[src/rtl/alu_cmd_sequencer.sv]
// Command sequencer for a clocked ALU: accepts one op, issues it, waits ALU_LATENCY edges, returns the result.
// Latency: response valid ALU_LATENCY+1 cycles after accept; one command in flight, period ALU_LATENCY+3.
// Backpressure: cmd_ready low outside IDLE; response held stable until rsp_ready. Optional: ALU_SEQ_ERR_CHECK_EN.
module alu_cmd_sequencer #(
    parameter int DATA_W      = 3,
    parameter int OP_W        = 4,
    parameter int RES_W       = 6,
    parameter int ALU_LATENCY = 1
) (
    input  logic              clk,
    input  logic              rst,
    input  logic              cmd_valid,
    output logic              cmd_ready,
    input  logic [DATA_W-1:0] cmd_a,
    input  logic [DATA_W-1:0] cmd_b,
    input  logic [OP_W-1:0]   cmd_op,
    output logic [DATA_W-1:0] alu_a,
    output logic [DATA_W-1:0] alu_b,
    output logic [OP_W-1:0]   alu_opcode,
    input  logic [RES_W-1:0]  alu_result,
    output logic              rsp_valid,
    input  logic              rsp_ready,
    output logic [RES_W-1:0]  rsp_data,
    output logic              rsp_err,
    output logic              busy
);

    localparam logic [1:0] S_IDLE = 2'd0;
    localparam logic [1:0] S_WAIT = 2'd1;
    localparam logic [1:0] S_RESP = 2'd2;

    logic [1:0] state;
    logic [2:0] cnt;
    logic       err_pend;
    logic       illegal;
    logic       accept;

    assign accept = cmd_valid & cmd_ready;

    always_comb begin
        illegal = 1'b0;
`ifdef ALU_SEQ_ERR_CHECK_EN
        illegal = (cmd_op == '0) || (cmd_op > OP_W'(12));
`endif
    end

    // Handshake outputs are registered so they read 0 while reset is held
    // and only rise on the first edge after reset is released.
    always_ff @(posedge clk) begin
        if (rst) begin
            state      <= S_IDLE;
            cnt        <= '0;
            err_pend   <= 1'b0;
            cmd_ready  <= 1'b0;
            alu_a      <= '0;
            alu_b      <= '0;
            alu_opcode <= '0;
            rsp_valid  <= 1'b0;
            rsp_data   <= '0;
            rsp_err    <= 1'b0;
            busy       <= 1'b0;
        end else begin
            case (state)
                S_IDLE: begin
                    if (accept) begin
                        state     <= S_WAIT;
                        cmd_ready <= 1'b0;
                        busy      <= 1'b0 | 1'b1;
                        cnt       <= 3'(ALU_LATENCY);
                        err_pend  <= illegal;
                        if (!illegal) begin
                            alu_a      <= cmd_a;
                            alu_b      <= cmd_b;
                            alu_opcode <= cmd_op;
                        end
                    end else begin
                        cmd_ready <= 1'b1;
                    end
                end
                S_WAIT: begin
                    if (err_pend) begin
                        // Rejected opcode never reached the ALU; answer immediately.
                        err_pend  <= 1'b0;
                        rsp_data  <= '0;
                        rsp_err   <= 1'b1;
                        rsp_valid <= 1'b1;
                        state     <= S_RESP;
                    end else if (cnt != 3'd0) begin
                        cnt <= cnt - 3'd1;
                    end else begin
                        rsp_data  <= alu_result;
                        rsp_err   <= 1'b0;
                        rsp_valid <= 1'b1;
                        state     <= S_RESP;
                    end
                end
                S_RESP: begin
                    if (rsp_ready) begin
                        state      <= S_IDLE;
                        rsp_valid  <= 1'b0;
                        busy       <= 1'b0;
                        cmd_ready  <= 1'b1;
                        alu_opcode <= '0;
                    end
                end
                default: begin
                    state      <= S_IDLE;
                    rsp_valid  <= 1'b0;
                    busy       <= 1'b0;
                    cmd_ready  <= 1'b0;
                    alu_opcode <= '0;
                end
            endcase
        end
    end

endmodule
[config.mk]
export PLATFORM = sky130hd
export DESIGN_NAME = alu_cmd_sequencer
export DESIGN_NICKNAME = d
export VERILOG_FILES = /design/src/rtl/alu_cmd_sequencer.sv
export SDC_FILE = /design/constraint.sdc
export NUM_CORES = 1
export LEC_CHECK = 0
export ABC_CLOCK_PERIOD_IN_PS = 2150
export BUFFER_PORTS_ARGS = -buffer_cell sky130_fd_sc_hd__clkbuf_2
export CAP_MARGIN = 15
export CORE_UTILIZATION = 25
export DETAILED_ROUTE_END_ITERATION = 6
export HOLD_SLACK_MARGIN = 0.02
export PLACE_DENSITY = 0.54
export SLEW_MARGIN = 20
export SYNTH_ARGS = -nofsm -noshare
export SYNTH_HDL_FRONTEND = slang
export SYNTH_SLANG_ARGS = --single-unit
[constraint.sdc]
create_clock -name clk -period 2.15 [get_ports clk]
set_clock_uncertainty 0.15 [all_clocks]
set_input_delay 0.215 -clock clk [delete_from_list [all_inputs] [get_ports clk]]
set_output_delay 0.215 -clock clk [all_outputs]
set_load 0.03 [all_outputs]
======== After elaboration in Yosys (flattened, before gate mapping) ========
Cells that the tools add are included.
word-level totals
  bits of input ports ..................... 20
  logic and storage cells ................. 61
  register bits after elaboration ......... 26
  output and inout port bits .............. 20
operators by class
  equal/unequal tests ..................... 8
  reductions and logical operators ........ 11
  muxes and demuxes ....................... 27
  bitwise logic cells ..................... 3
  $add $sub $neg .......................... 1
operators with widths
  kind                                                                   number
  6-bit two-way mux                                                      2
  4-bit case mux with 3 select lines                                     1
  2-bit != test, second input constant                                   5
  1-bit two-way mux                                                      9
  3-bit two-way mux                                                      3
  1-bit case mux with 3 select lines                                     3
  3-bit AND reduction                                                    3
  2-bit two-way mux                                                      4
  4-bit two-way mux                                                      2
  2-bit AND reduction                                                    4
  2-bit case mux with 3 select lines                                     1
  3-bit case mux with 2 select lines                                     1
  4-bit AND reduction                                                    1
  3-bit != test, second input constant                                   1
  3-bit nonzero test                                                     1
  3-bit by 1-bit subtractor with 3-bit output, second input constant     1
  2-bit by 1-bit equality test with 1-bit output, second input constant  1
  2-bit equality test, second input constant                             1
  2-bit logical NOT                                                      1
  1-bit inverter                                                         2
  1-bit case mux with 2 select lines                                     1
  2-bit nonzero test                                                     1
  1-bit AND                                                              1

======== Longest topological paths before layout ========
  word-level depth ........................ 4
  depth in mapped cells ................... 6
  depth with buffers taken out ............ 5

======== Worst setup path before layout ========
Ideal clock, no wire load.
  kind .................................... register to register
  start ................................... register cmd_ready
  end ..................................... register alu_opcode[3]
  arrival time ............................ 1.355 ns
  setup time .............................. 0.071 ns
  stages on the path, launching flop included .. 4
  data required time ...................... 1.929 ns
  path buffers ............................ 0
  slack ................................... 0.574 ns
  clock period less this slack ............ 1.576 ns
  cells stage by stage .................... dfxtp_1 nand4bb_4 or4b_1 a21oi_1
on the way
  longest elaborated chain between the ends .. 3
RTL lines
  item                           line  text
  from (decl)                    13    output logic cmd_ready,
  from (signal assigned)         54    cmd_ready <= 1'b0;
  from (signal assigned)         67    cmd_ready <= 1'b0;
  from (signal assigned)         77    cmd_ready <= 1'b1;
  1-bit AND                      38    assign accept = cmd_valid & cmd_ready;
  2-bit != test (no line)        -
  3-bit AND reduction (no line)  -
  to (signal assigned)           74    alu_opcode <= cmd_op;
  to (decl)                      19    output logic [OP_W-1:0] alu_opcode,
No other way between the ends.
A chain may end at the register's enable or synchronous reset.

======== Final worst setup path ========
  start ................................... register state[1]
  end ..................................... register alu_opcode[2]
on the way
  longest elaborated chain between the ends .. 3
  elaborated cells between the ends (all ways) .. 8
  classes of those cells .................. eq/ne (4); mux (1); bitwise (1); reduce/logical (2)
RTL lines
  item                                                              line  text
  from (decl)                                                       32    logic [1:0] state;
  from (signal assigned)                                            51    state <= S_IDLE;
  from (signal assigned)                                            66    state <= S_WAIT;
  from (signal assigned)                                            87    state <= S_RESP;
  2-bit equality test (tied with other cells)                       63    case (state)
  2-bit != test (no line) / 1-bit inverter (equally long branches)  -
  3-bit AND reduction (no line)                                     -
Several ways; a longest one is shown, not always the timed one.

==> impl_metrics.env <==
export IMPL_status="completed"
export IMPL_ant_nets=0
export IMPL_yosysWarnings=0
export IMPL_antenna_found_initial=0
export IMPL_power_mw=0.9006
export IMPL_drive_above_1_share=0.3217
export IMPL_tns_ns=0
export IMPL_r2r_start="state[1]"
export IMPL_ctsResizeCount=0
export IMPL_ir_drop_v=0.0004208
export IMPL_hold_violations=0
export IMPL_maxCapViolations=0
export IMPL_htree_num_levels=1
export IMPL_tritoncts="built"
export IMPL_syn_area_um2=983.4
export IMPL_hp_start="cmd_a[0]"
export IMPL_grt_max_degree=26
export IMPL_maxSlewViolCount=0
export IMPL_grt_overflow_total=0
export IMPL_worstSetupPathType="reg -> reg"
export IMPL_synth_cell_types=26
export IMPL_worstHoldPathType="in -> reg"
export IMPL_worstSetupEndpointType="flop"
export IMPL_start_util=0.2646
export IMPL_fin_area_mm2=0.001267
export IMPL_coreArea_mm2=0.003716
export IMPL_syn_inst=108
export IMPL_reg2reg_slack_ns=0.35
export IMPL_dieHeight_um=64.72
export IMPL_async_flop_share=0
export IMPL_syn_area_per_cell_um2=9.106
export IMPL_fmax_mhz=556.6
export IMPL_die_area_mm2=0.004189
export IMPL_wl_met2_um=934
export IMPL_clockRootBuffer="clkbuf_8"
export IMPL_p_leak_nw=0.5375
export IMPL_ys_seq_area_frac=0.4885
export IMPL_period_needed_ns=1.797
export IMPL_boundaryPins=40
export IMPL_wl_per_cell_um=10.73
export IMPL_power_density_mw_per_mm2=710.6
export IMPL_fillCellCount=394
export IMPL_maxSlewHeadroom=0.6652
export IMPL_critPathArrivalTime_ns=1.83
export IMPL_cts_buffers=3
export IMPL_first_global_vias=803
export IMPL_synthesis_nets=130
export IMPL_hold_path_depth=3
export IMPL_ys_flop_type="dfxtp_1"
export IMPL_remaining_drc_errors=0
export IMPL_ys_seq_elements=24
export IMPL_wl_met3_um=154
export IMPL_diodes=0
export IMPL_top_layer_used="met4"
export IMPL_timing_rr_end="alu_opcode[2]"
export IMPL_dp_cells=186
export IMPL_crit_required_ns=2.19
export IMPL_numPortBuffers=38
export IMPL_fin_crit_sh=0.8357
export IMPL_nets=167
export IMPL_globalplace_congestion=0.7047
export IMPL_hpwl_um=1498
export IMPL_tightest_slew_ns=0.5022
export IMPL_cts_reportedPaths_clkPinSlew_ns=0.08
export IMPL_cp_start_kind="flop"
export IMPL_clk_latency_ns=0.26
export IMPL_clock_sinks=24
export IMPL_final_common_cell="clkbuf_2"
export IMPL_layout_common_cells="clkbuf_2, dfxtp_1, a21oi_1"
export IMPL_area_delta_synth_final_pct=28.88
export IMPL_fp_row_count=22
export IMPL_cp_max_fo=16
export IMPL_wl_met1_um=950
export IMPL_vias=852
export IMPL_min_to="alu_a[0]"
export IMPL_die_x_um=64.72
export IMPL_synth_edff_count=0
export IMPL_grt_use_total=0.1072
export IMPL_rsz0062_at_grt="no"
export IMPL_routed_wl_um=2050
export IMPL_placed_area_mm2=0.001206
export IMPL_setup_viol=0
export IMPL_reg2reg_depth=3
export IMPL_dr_pass1_iters=4
export IMPL_grt_pass1_wl_um=3470
export IMPL_viasPerCell=4.461
export IMPL_clockBufferDepth=2
export IMPL_drt_iter0_drc=36
export IMPL_crit_start="state[1]"
export IMPL_final_cells=191
export IMPL_worst_hold_slack_ns=0.02675
[flip-flops by register name (all words and copies together), names as in the netlist]
| signal | count |
|---|---|
| rsp_valid | 1 |
| cmd_ready | 1 |
| state | 2 |
| alu_b | 3 |
| rsp_data | 6 |
| alu_a | 3 |
| alu_opcode | 4 |
| busy | 1 |
| cnt | 3 |
[layout make-up]
class	instances	area [um2]	area share
clock buffers	3	41.29	0.03258
inverters	3	11.26	0.008884
multi-input cells	72	456.7	0.3603
flip-flops and latches	24	480.5	0.3791
well taps	48	60.06	0.04738
repair buffers	41	217.7	0.1718
[power by group]
part           internal [mW]  switching, mW  total [mW]
Sequential             0.468         0.0189       0.487
Clock                  0.125          0.128       0.253
Combinational         0.0623         0.0979       0.160
[timing repair]
| action | 4_1_cts | 5_1_grt |
|---|---|---|
| hold buffers | 2 | 0 |
| hold endpoints to repair | 2 | 0 |
| buffers inserted | 0 | 0 |
| endpoints found under the setup margin | 0 | 0 |
[through the flow]
| step | utilization | worst slack (ns) |
|---|---|---|
| after floorplan | - | 0.5740 |
| after global placement | 0.3246 | 0.4443 |
| after detailed placement | 0.3246 | 0.3660 |
| after CTS | 0.3411 | 0.3455 |
| after global routing | 0.3411 | 0.2194 |
| final | 0.3411 | 0.3533 |
[worst max-delay path: stages (launching register included)]
cell and delay, ns:
dfxtp_1 0.43, nand4bb_4 0.42, or4b_1 0.57, a21oi_1 0.15
[cells in the mapped netlist, types with 2 or more instances]
| library cell | count | area, um2 |
|---|---|---|
| mux2i_1 | 6 | 60.06 |
| dfxtp_1 | 24 | 480.5 |
| ha_1 | 2 | 25.02 |
| a21oi_1 | 17 | 85.08 |
| inv_1 | 3 | 11.26 |
| nor2_1 | 13 | 48.80 |
| or4b_1 | 4 | 40.04 |
| clkbuf_1 | 4 | 15.01 |
| nand3_1 | 5 | 25.02 |
| buf_2 | 3 | 15.01 |
| nand2_1 | 12 | 45.04 |
[kinds of logic after synthesis]
kind of cell / share of synthesized area
DFF: 0.4885
and+or+nand+nor: 0.2468
adders and majority gates: 0.02544
muxes: 0.06107
other: 0.003813
buffers and inverters: 0.05342
AOI/OAI and AO/OA: 0.1209
[how the worst max path moves through the flow]
| stage | slack (ns) | endpoint |
|---|---|---|
| after detailed placement | 0.37 | alu_opcode[2] |
| after global routing | 0.22 | alu_opcode[2] |
| after CTS | 0.35 | alu_opcode[2] |
| after floorplan | 0.57 | alu_opcode[3] |
| final | 0.35 | alu_opcode[2] |
| after global placement | 0.44 | alu_opcode[1] |
[layer usage]
| metal | vias up | GRT usage |
|---|---|---|
| met5 | - | 0 |
| met1 | 380 | 0.1237 |
| li1 | 437 | - |
| met3 | 2 | 0.04577 |
| met2 | 33 | 0.1810 |
| met4 | 0 | 0.02500 |
Power figures use the tool's default switching activity.
